===== config.mk =====
export PLATFORM = sky130hd
export DESIGN_NAME = simple_reset_seq
export DESIGN_NICKNAME = d
export VERILOG_FILES = /design/src/rtl/simple_reset_pkg.sv /design/src/rtl/simple_reset_sync.sv /design/src/rtl/simple_reset_seq.sv
export SDC_FILE = /design/constraint.sdc
export NUM_CORES = 1
export LEC_CHECK = 0
export BUFFER_PORTS_ARGS = -buffer_cell sky130_fd_sc_hd__buf_2
export CAP_MARGIN = 10
export CORE_MARGIN = 5
export CORE_UTILIZATION = 40
export CTS_BUF_LIST = sky130_fd_sc_hd__clkbuf_16
export DETAILED_ROUTE_END_ITERATION = 8
export GPL_TIMING_DRIVEN = 0
export SETUP_SLACK_MARGIN = 0.3
export SLEW_MARGIN = 20
export SYNTH_ARGS = -nofsm -noshare
export SYNTH_HDL_FRONTEND = slang
export SYNTH_SLANG_ARGS = --single-unit

===== constraint.sdc =====
create_clock -name CK -period 6.1 [get_ports CK]
set_input_delay 0.915 -clock CK [delete_from_list [all_inputs] [get_ports CK]]
set_output_delay 0.915 -clock CK [all_outputs]
set_load 0.05 [all_outputs]

===== src/rtl/simple_reset_pkg.sv =====
// Shared types for the reset-release sequencer.
// Holds the FSM state enum and the counter-width helper.
package simple_reset_pkg;

  typedef enum logic [1:0] {
    ST_RESET,
    ST_HOLD,
    ST_STAGE,
    ST_DONE
  } state_t;

  function automatic int cnt_w(input int a, input int b);
    int m;
    m = (a > b) ? a : b;
    return $clog2(m + 1);
  endfunction

endpackage


===== src/rtl/simple_reset_sync.sv =====
// Reset deassert synchronizer: async set, shifts 0 in on CK.
// Ports: CK, SR (async set), o_srst (synced), o_srst_nxt (its next value).
module simple_reset_sync
  #(parameter int SYNC_STAGES = 2)
  (
    input  logic CK,
    input  logic SR,
    output logic o_srst,
    output logic o_srst_nxt
  );

  logic [SYNC_STAGES-1:0] r_sync;

  always_ff @(posedge CK or posedge SR) begin
    if (SR) r_sync <= '1;
    else    r_sync <= {r_sync[SYNC_STAGES-2:0], 1'b0};
  end

  assign o_srst     = r_sync[SYNC_STAGES-1];
  // Value o_srst takes at the next edge; lets the FSM leave
  // RESET on the same edge the synchronized reset clears.
  assign o_srst_nxt = r_sync[SYNC_STAGES-2];

endmodule


===== src/rtl/simple_reset_seq.sv =====
// Reset sequencer: async assert, synced hold, staggered release, CE.
// Ports: CK, SR, SW_RST in; RST_OUT, CE_OUT, DONE, BUSY out (all flops).
module simple_reset_seq
  import simple_reset_pkg::*;
  #(
    parameter int SYNC_STAGES = 2,
    parameter int NUM_OUT     = 3,
    parameter int MIN_ASSERT  = 8,
    parameter int STAGE_DLY   = 16
  )
  (
    input  logic               CK,
    input  logic               SR,
    input  logic               SW_RST,
    output logic [NUM_OUT-1:0] RST_OUT,
    output logic               CE_OUT,
    output logic               DONE,
    output logic               BUSY
  );

  localparam int CW = cnt_w(MIN_ASSERT, STAGE_DLY);
  localparam int IW = $clog2(NUM_OUT + 1);
  localparam logic [NUM_OUT-1:0] ONES = '1;

  if (SYNC_STAGES < 2) begin : g_bad_sync
    $fatal(1, "SYNC_STAGES must be >= 2");
  end
  if (NUM_OUT < 1) begin : g_bad_num
    $fatal(1, "NUM_OUT must be >= 1");
  end
  if (MIN_ASSERT < 1) begin : g_bad_min
    $fatal(1, "MIN_ASSERT must be >= 1");
  end
  if (STAGE_DLY < 1) begin : g_bad_dly
    $fatal(1, "STAGE_DLY must be >= 1");
  end

  logic w_srst;
  logic w_srst_nxt;
  logic w_sw;
  logic w_last;
  logic w_tc;

  state_t             r_state, w_state;
  logic [CW-1:0]      r_cnt,   w_cnt;
  logic [IW-1:0]      r_idx,   w_idx;
  logic [NUM_OUT-1:0] r_rst,   w_rst;
  logic               r_ce,    w_ce;
  logic               r_done,  w_done;
  logic               r_busy,  w_busy;

  simple_reset_sync #(.SYNC_STAGES(SYNC_STAGES)) u_sync (
    .CK         (CK),
    .SR         (SR),
    .o_srst     (w_srst),
    .o_srst_nxt (w_srst_nxt)
  );

  // Soft reset is honoured only once the domain is out of RESET.
  assign w_sw   = SW_RST & ~w_srst & (r_state != ST_RESET);
  assign w_last = (r_idx == IW'(NUM_OUT - 1));

  always_comb begin
    w_tc = 1'b0;
    unique case (r_state)
      ST_HOLD:  w_tc = (r_cnt == CW'(MIN_ASSERT - 1));
      ST_STAGE: w_tc = (r_cnt == CW'(STAGE_DLY - 1));
      default:  w_tc = 1'b0;
    endcase
  end

  always_comb begin
    w_state = r_state;
    w_cnt   = r_cnt;
    w_idx   = r_idx;
    w_rst   = r_rst;
    w_ce    = r_ce;
    w_done  = r_done;
    w_busy  = r_busy;
    unique case (r_state)
      ST_RESET: begin
        if (!w_srst_nxt) begin
          w_state = ST_HOLD;
          w_cnt   = '0;
          w_idx   = '0;
          w_busy  = 1'b1;
        end
      end
      ST_HOLD, ST_STAGE: begin
        if (w_tc) begin
          // Bits release in index order: keep only those above r_idx.
          w_rst = ONES << (r_idx + 1'b1);
          w_cnt = '0;
          if (w_last) begin
            w_state = ST_DONE;
            w_done  = 1'b1;
            w_busy  = 1'b0;
          end else begin
            w_state = ST_STAGE;
            w_idx   = r_idx + 1'b1;
          end
        end else begin
          w_cnt = r_cnt + 1'b1;
        end
      end
      ST_DONE: w_ce = 1'b1;
      default: w_state = ST_RESET;
    endcase
    if (w_sw) begin
      w_state = ST_HOLD;
      w_cnt   = '0;
      w_idx   = '0;
      w_rst   = ONES;
      w_ce    = 1'b0;
      w_done  = 1'b0;
      w_busy  = 1'b1;
    end
  end

  always_ff @(posedge CK or posedge SR) begin
    if (SR) begin
      r_state <= ST_RESET;
      r_cnt   <= '0;
      r_idx   <= '0;
      r_rst   <= ONES;
      r_ce    <= 1'b0;
      r_done  <= 1'b0;
      r_busy  <= 1'b0;
    end else begin
      r_state <= w_state;
      r_cnt   <= w_cnt;
      r_idx   <= w_idx;
      r_rst   <= w_rst;
      r_ce    <= w_ce;
      r_done  <= w_done;
      r_busy  <= w_busy;
    end
  end

  assign RST_OUT = r_rst;
  assign CE_OUT  = r_ce;
  assign DONE    = r_done;
  assign BUSY    = r_busy;

endmodule


After elaboration in Yosys (flattened, before gate mapping)
Cells that the tools add are included.

Add/sub/neg operators: 2. $mul: 0. Divide/modulo/power cells: 0. Order comparisons: 0. Eq/ne operators: 10. Shift-type cells: 1. Muxes and demuxes: 29. Bitwise operators: 3. Reduce and logical (&&, ||, !) cells: 14.

Operators with widths (number): $mux W5 (3); $mux W2 (7); $ne A3 B3 Y1 const B (4); $mux W1 (11); $pmux W5 S2 (1); $reduce_bool A2 Y1 (5); $mux W3 (3); $pmux W2 S2 (2); $reduce_and A4 Y1 (2); $eq A2 B2 Y1 const B (3); $reduce_and A3 Y1 (2); $add A5 B1 Y5 const B (1); $eq A5 B3 Y1 const B (1); $eq A5 B4 Y1 const B (1); $pmux W1 S2 (2); $reduce_and A2 Y1 (2); $reduce_bool A3 Y1 (1); $shl A3 B2 Y3 const A (1); $add A2 B1 Y2 const B (1); $and A1 B1 Y1 (2); $eq A2 B1 Y1 const B (1); $logic_not A2 Y1 (1); $reduce_or A2 Y1 (1); $not A1 Y1 (1).

Bits in registers: 17. Bits in latches: 0. RAM bits: 0. ROM bits: 0. Output and inout port bits: 6. Logic and storage cells: 67. Memories kept: 0.

Depth between registers and ports, before layout
Depth after elaboration: 5. Depth in mapped cells: 7.

Hierarchy
A second synthesis with hierarchy kept.

Cells, all modules: 93. Area total of the unflattened synthesis: 914.6 um^2.

By module, submodules not included: simple_reset_seq (instances 1, cells each 89, area each 854.6 um^2, sequential area each 379.1 um^2); simple_reset_sync (instances 1, cells each 4, area each 60.1 um^2, sequential area each 52.6 um^2).

Least setup slack after synthesis
No wires, ideal clock.

Path type: in2reg. Start: in SW_RST. End: reg r_cnt[3]. Arrival: 1.984 ns. Required time: 5.976 ns. Setup slack: 3.992 ns. Stages: 4. Cell sequence: or3b_2 o311ai_1 nor4_1 a211o_2.

Cells in the longest elaborated chain, start to end: 4.

RTL lines: start, declared (RTL line simple_reset_seq.sv:14) `input logic SW_RST,`; $and A1 B1 Y1 (*) (2 in series) (RTL line simple_reset_seq.sv:60) `assign w_sw = SW_RST & ~w_srst & (r_state != ST_RESET);`; $ne A3 B3 Y1 (no source line) / $reduce_bool A3 Y1 (equally long branches); $reduce_and A2 Y1 (no source line); end signal, assigned (RTL line simple_reset_seq.sv:131) `r_cnt <= w_cnt;`; end, declared (RTL line simple_reset_seq.sv:45) `logic [CW-1:0] r_cnt, w_cnt;`.

Every way passes the cells marked *; elsewhere a longest branch is shown, timed or not. A chain may end at the register's enable or synchronous reset.

Worst setup path after layout
Start: reg r_state[0]. End: reg r_cnt[3].

Cells in the longest elaborated chain, start to end: 5.

RTL lines: start, declared (RTL line simple_reset_seq.sv:44) `state_t r_state, w_state;`; start signal, assigned (RTL line simple_reset_seq.sv:130) `r_state <= w_state;`; $eq A2 B2 Y1 / $eq A2 B1 Y1 (equally long branches) (RTL line simple_reset_seq.sv:65, simple_reset_seq.sv:80); $pmux W1 S2 (RTL line simple_reset_seq.sv:65) `unique case (r_state)`; $mux W5 (RTL line simple_reset_seq.sv:90) `if (w_tc) begin`; $pmux W5 S2 (RTL line simple_reset_seq.sv:80) `unique case (r_state)`; $mux W5 (RTL line simple_reset_seq.sv:109) `if (w_sw) begin`.

Parallel ways exist; a longest one is shown, timed or not.

==> impl_metrics.csv <==
group,metric,value,unit
yosys,ys_ff_latch,17,
grt,gr-total-overflow,0,
pwr,powerDensity,523,mW/mm2
setup_path,startpoint_type,"flip-flop",
sta,setup_viol,0,
cells_and_area,drive_above_1_share,25.5,%
place,numPortBuffers,8,
cts,cts_tree,"built",
sta,hold_viol_final,0,
pwr,sw_frac_of_total,41.9,%
yosys,ys_warn_count,0,
sta,holdWs,0.367,ns
cells_and_area,diodes,0,
place,pre_cts_slack,3.77,ns
cts,clock_path_buffers,2,
sta,fin_crit,2.12,ns
cts,clock_tree.root_cell,"clkbuf_16",
pwr,pwr-share-comb,44.1,%
detailed_routing,routed_via_density,5.28,
pwr,finalPower,547,uW
floorplanning,start_util,41.1,%
yosys,syn_area,891,um2
grt,antenna_found_initial,0,
yosys,synth_cell_types,31,
cells_and_area,final_common_cell,"dfrtp_1",
floorplanning,die_x,57.2,um
setup_path,startpoint,"r_state[0]$_DFFE_PP0P_",
floorplanning,dieArea,0.00327,mm2
cells_and_area,final_cell_mix,"dfrtp_1 (12), nand2_1 (9), buf_2 (9)",
floorplanning,core,0.00217,mm2
floorplanning,core.rowCount,17,
pwr,clockPowerShare,24.0,%
sta,fin_skew,0.00483,ns
sta,rsz0062_at_grt,"no",
cells_and_area,final_cells,126,
setup_path,crit_required,6.23,ns
detailed_routing,drtAntennaViolNets,0,
cts,clock-sinks,17,
cts,cts-hold-fix-buffers,0,
pwr,switching_power,229,uW
floorplanning,chipHeight,57.2,um
sta,setup_ws,3.98,ns
pwr,peakVddDrop,0.000378,V
pwr,leakage,0.513,nW
place,dp_cells,122,
pwr,p_int,318,uW
setup_path,crit_path_end_kind,"flip-flop",
sta,finalCritPeriodShare,34.8,%
floorplanning,io_pins,9,
yosys,syn-num-nets,96,
detailed_routing,routed_wl,1.64,mm
sta,tns,0,ns
sta,tightestPinTransition,0.868,ns
setup_path,r2r_start,"r_state[0]$_DFFE_PP0P_",
setup_path,cp_max_fo,7,
detailed_routing,dr.pass1.iters,4,
cts,cts_resized,0,
hold_path,hold_path_class,"flip-flop to flip-flop",
sta,fmax,471,MHz
detailed_routing,first_iter_violations,7,
grt,grt_first_pass_wirelength,3.06,mm
grt,grt.total_usage,12.1,%
detailed_routing,wl_per_cell,13.0,um
detailed_routing,routed-via-count,665,
detailed_routing,drcViolationCount,0,
sta,drv_slew,0,
setup_path,critical_path_class,"flip-flop to flip-flop",
yosys,avgSynthCellArea,10.4,um2
place,place_hpwl,1.20,mm
flow_run,drv_cap,0,
setup_path,r2r-end,"r_cnt[3]$_DFFE_PP0P_",
cts,htree_levels,1,
cts,postCtsSetupRepairBufs,0,
place,routabilityCongestion,0.764,
status,status,"complete, no violations",
sta,maxSlewHeadroom,41.2,%
cells_and_area,syn2layout_area_growth,17.4,%
setup_path,r2r_cells,6,
setup_path,ff2ff_setup_slack,3.98,ns
grt,grt_max_degree,18,
setup_path,cp-endpoint,"r_cnt[3]$_DFFE_PP0P_",
setup_path,crit_arrival,2.26,ns
cts,clkTransAtPathRegs,0.05,ns
yosys,synthCells,86,
grt,grt_pass1_vias,662,
yosys,ys_seq_area_share,48.5,%
cells_and_area,nets,109,
pwr,p_seq_share,31.9,%
cts,clock_latency,0.25,ns
cts,cts_made_buffers,3,
[power by group through the flow]
stage	Clock, mW	Sequential [mW]	Combinational [mW]
2_1_floorplan	0	0.206	0.159
3_3_place_gp	0	0.174	0.237
3_5_place_dp	0	0.175	0.240
4_1_cts	0.134	0.174	0.242
5_1_grt	0.139	0.179	0.274
6_report	0.131	0.174	0.241
[layer usage]
metal	global-route usage (%)	up-vias	share of wire, %
li1	-	332	-
met1	15.6	317	47
met2	17.3	12	46
met3	4.75	4	5.2
met4	6.62	0	1.5
met5	0	-	0
[registers in the layout, summed over array words and instances, names as in the netlist]
register,cells
BUSY,1
CE_OUT,1
DONE,1
RST_OUT,3
r_cnt,5
r_idx,2
r_state,2
u_sync.r_sync,2
[cell families after synthesis]
logic type               share of synthesized area [%]
AND/OR/NAND/NOR                                   21.1
AO/OA/AOI/OAI                                     14.9
flip-flops                                        48.5
adder cells (fa/ha/maj)                           9.83
buffers and inverters                             3.09
other                                            0.421
XOR/XNOR                                         0.983
multiplexers                                      1.26
[worst min-delay path by stage]
stage | from | end | slack, ns | depth (start not counted)
after detailed placement | u_sync.r_sync[0]$_DFF_PP1_ | u_sync.r_sync[1]$_DFF_PP1_ | 0.36 | 0
after floorplan | u_sync.r_sync[0]$_DFF_PP1_ | u_sync.r_sync[1]$_DFF_PP1_ | 0.35 | 0
final | u_sync.r_sync[0]$_DFF_PP1_ | u_sync.r_sync[1]$_DFF_PP1_ | 0.37 | 0
after global routing | u_sync.r_sync[0]$_DFF_PP1_ | u_sync.r_sync[1]$_DFF_PP1_ | 0.38 | 0
after CTS | u_sync.r_sync[0]$_DFF_PP1_ | u_sync.r_sync[1]$_DFF_PP1_ | 0.37 | 0
after global placement | u_sync.r_sync[0]$_DFF_PP1_ | u_sync.r_sync[1]$_DFF_PP1_ | 0.36 | 0
[cells in the mapped netlist]
library cell	number	area share [%]
dfrtp_1	12	34
nand2_1	9	3.8
ha_1	7	9.8
nor2_1	7	2.9
a21oi_1	6	3.4
dfstp_2	5	15
inv_1	5	2.1
o21ai_0	5	2.8
nand3_1	3	1.7
nand2b_1	2	1.4
nand3b_1	2	1.7
nor4_1	2	1.4
o211ai_1	2	1.7
o2bb2ai_1	2	2.0
a211o_2	1	1.1
a21o_1	1	0.84
a22o_1	1	0.98
a22o_2	1	1.1
and2_1	1	0.70
and3_2	1	0.84
buf_2	1	0.56
clkbuf_1	1	0.42
conb_1	1	0.42
mux2_2	1	1.3
nor4_4	1	2.4
nor4b_1	1	0.98
o311ai_1	1	0.98
or3b_2	1	0.98
or4b_1	1	1.1
or4b_2	1	1.1
xor2_1	1	0.98
[stage by stage]
step	util, %	instance area [um2]
after CTS	48.2	1050
after detailed placement	44.5	966
after global placement	44.5	966
after global routing	48.2	1050
after floorplan	-	891
final	48.2	1050
[cell type report]
class                      count  area [um2]
timing repair buffer           8        40.0
tap                           28        35.0
inverter                       5        18.8
buffer                         2        8.76
fill                         209        1120
multi-input combinational     62         432
sequential                    17         432
clock buffer                   3        75.1
clock inverter                 1        5.00
[worst max-delay path, cell delays in order, from the launching register on]
cell      delay (ns)
dfrtp_1         0.38
inv_1           0.08
ha_1            0.20
xor2_1          0.17
o311ai_1        0.74
nor4_1          0.10
a211o_2         0.33
(Power assumes the default switching activity.)
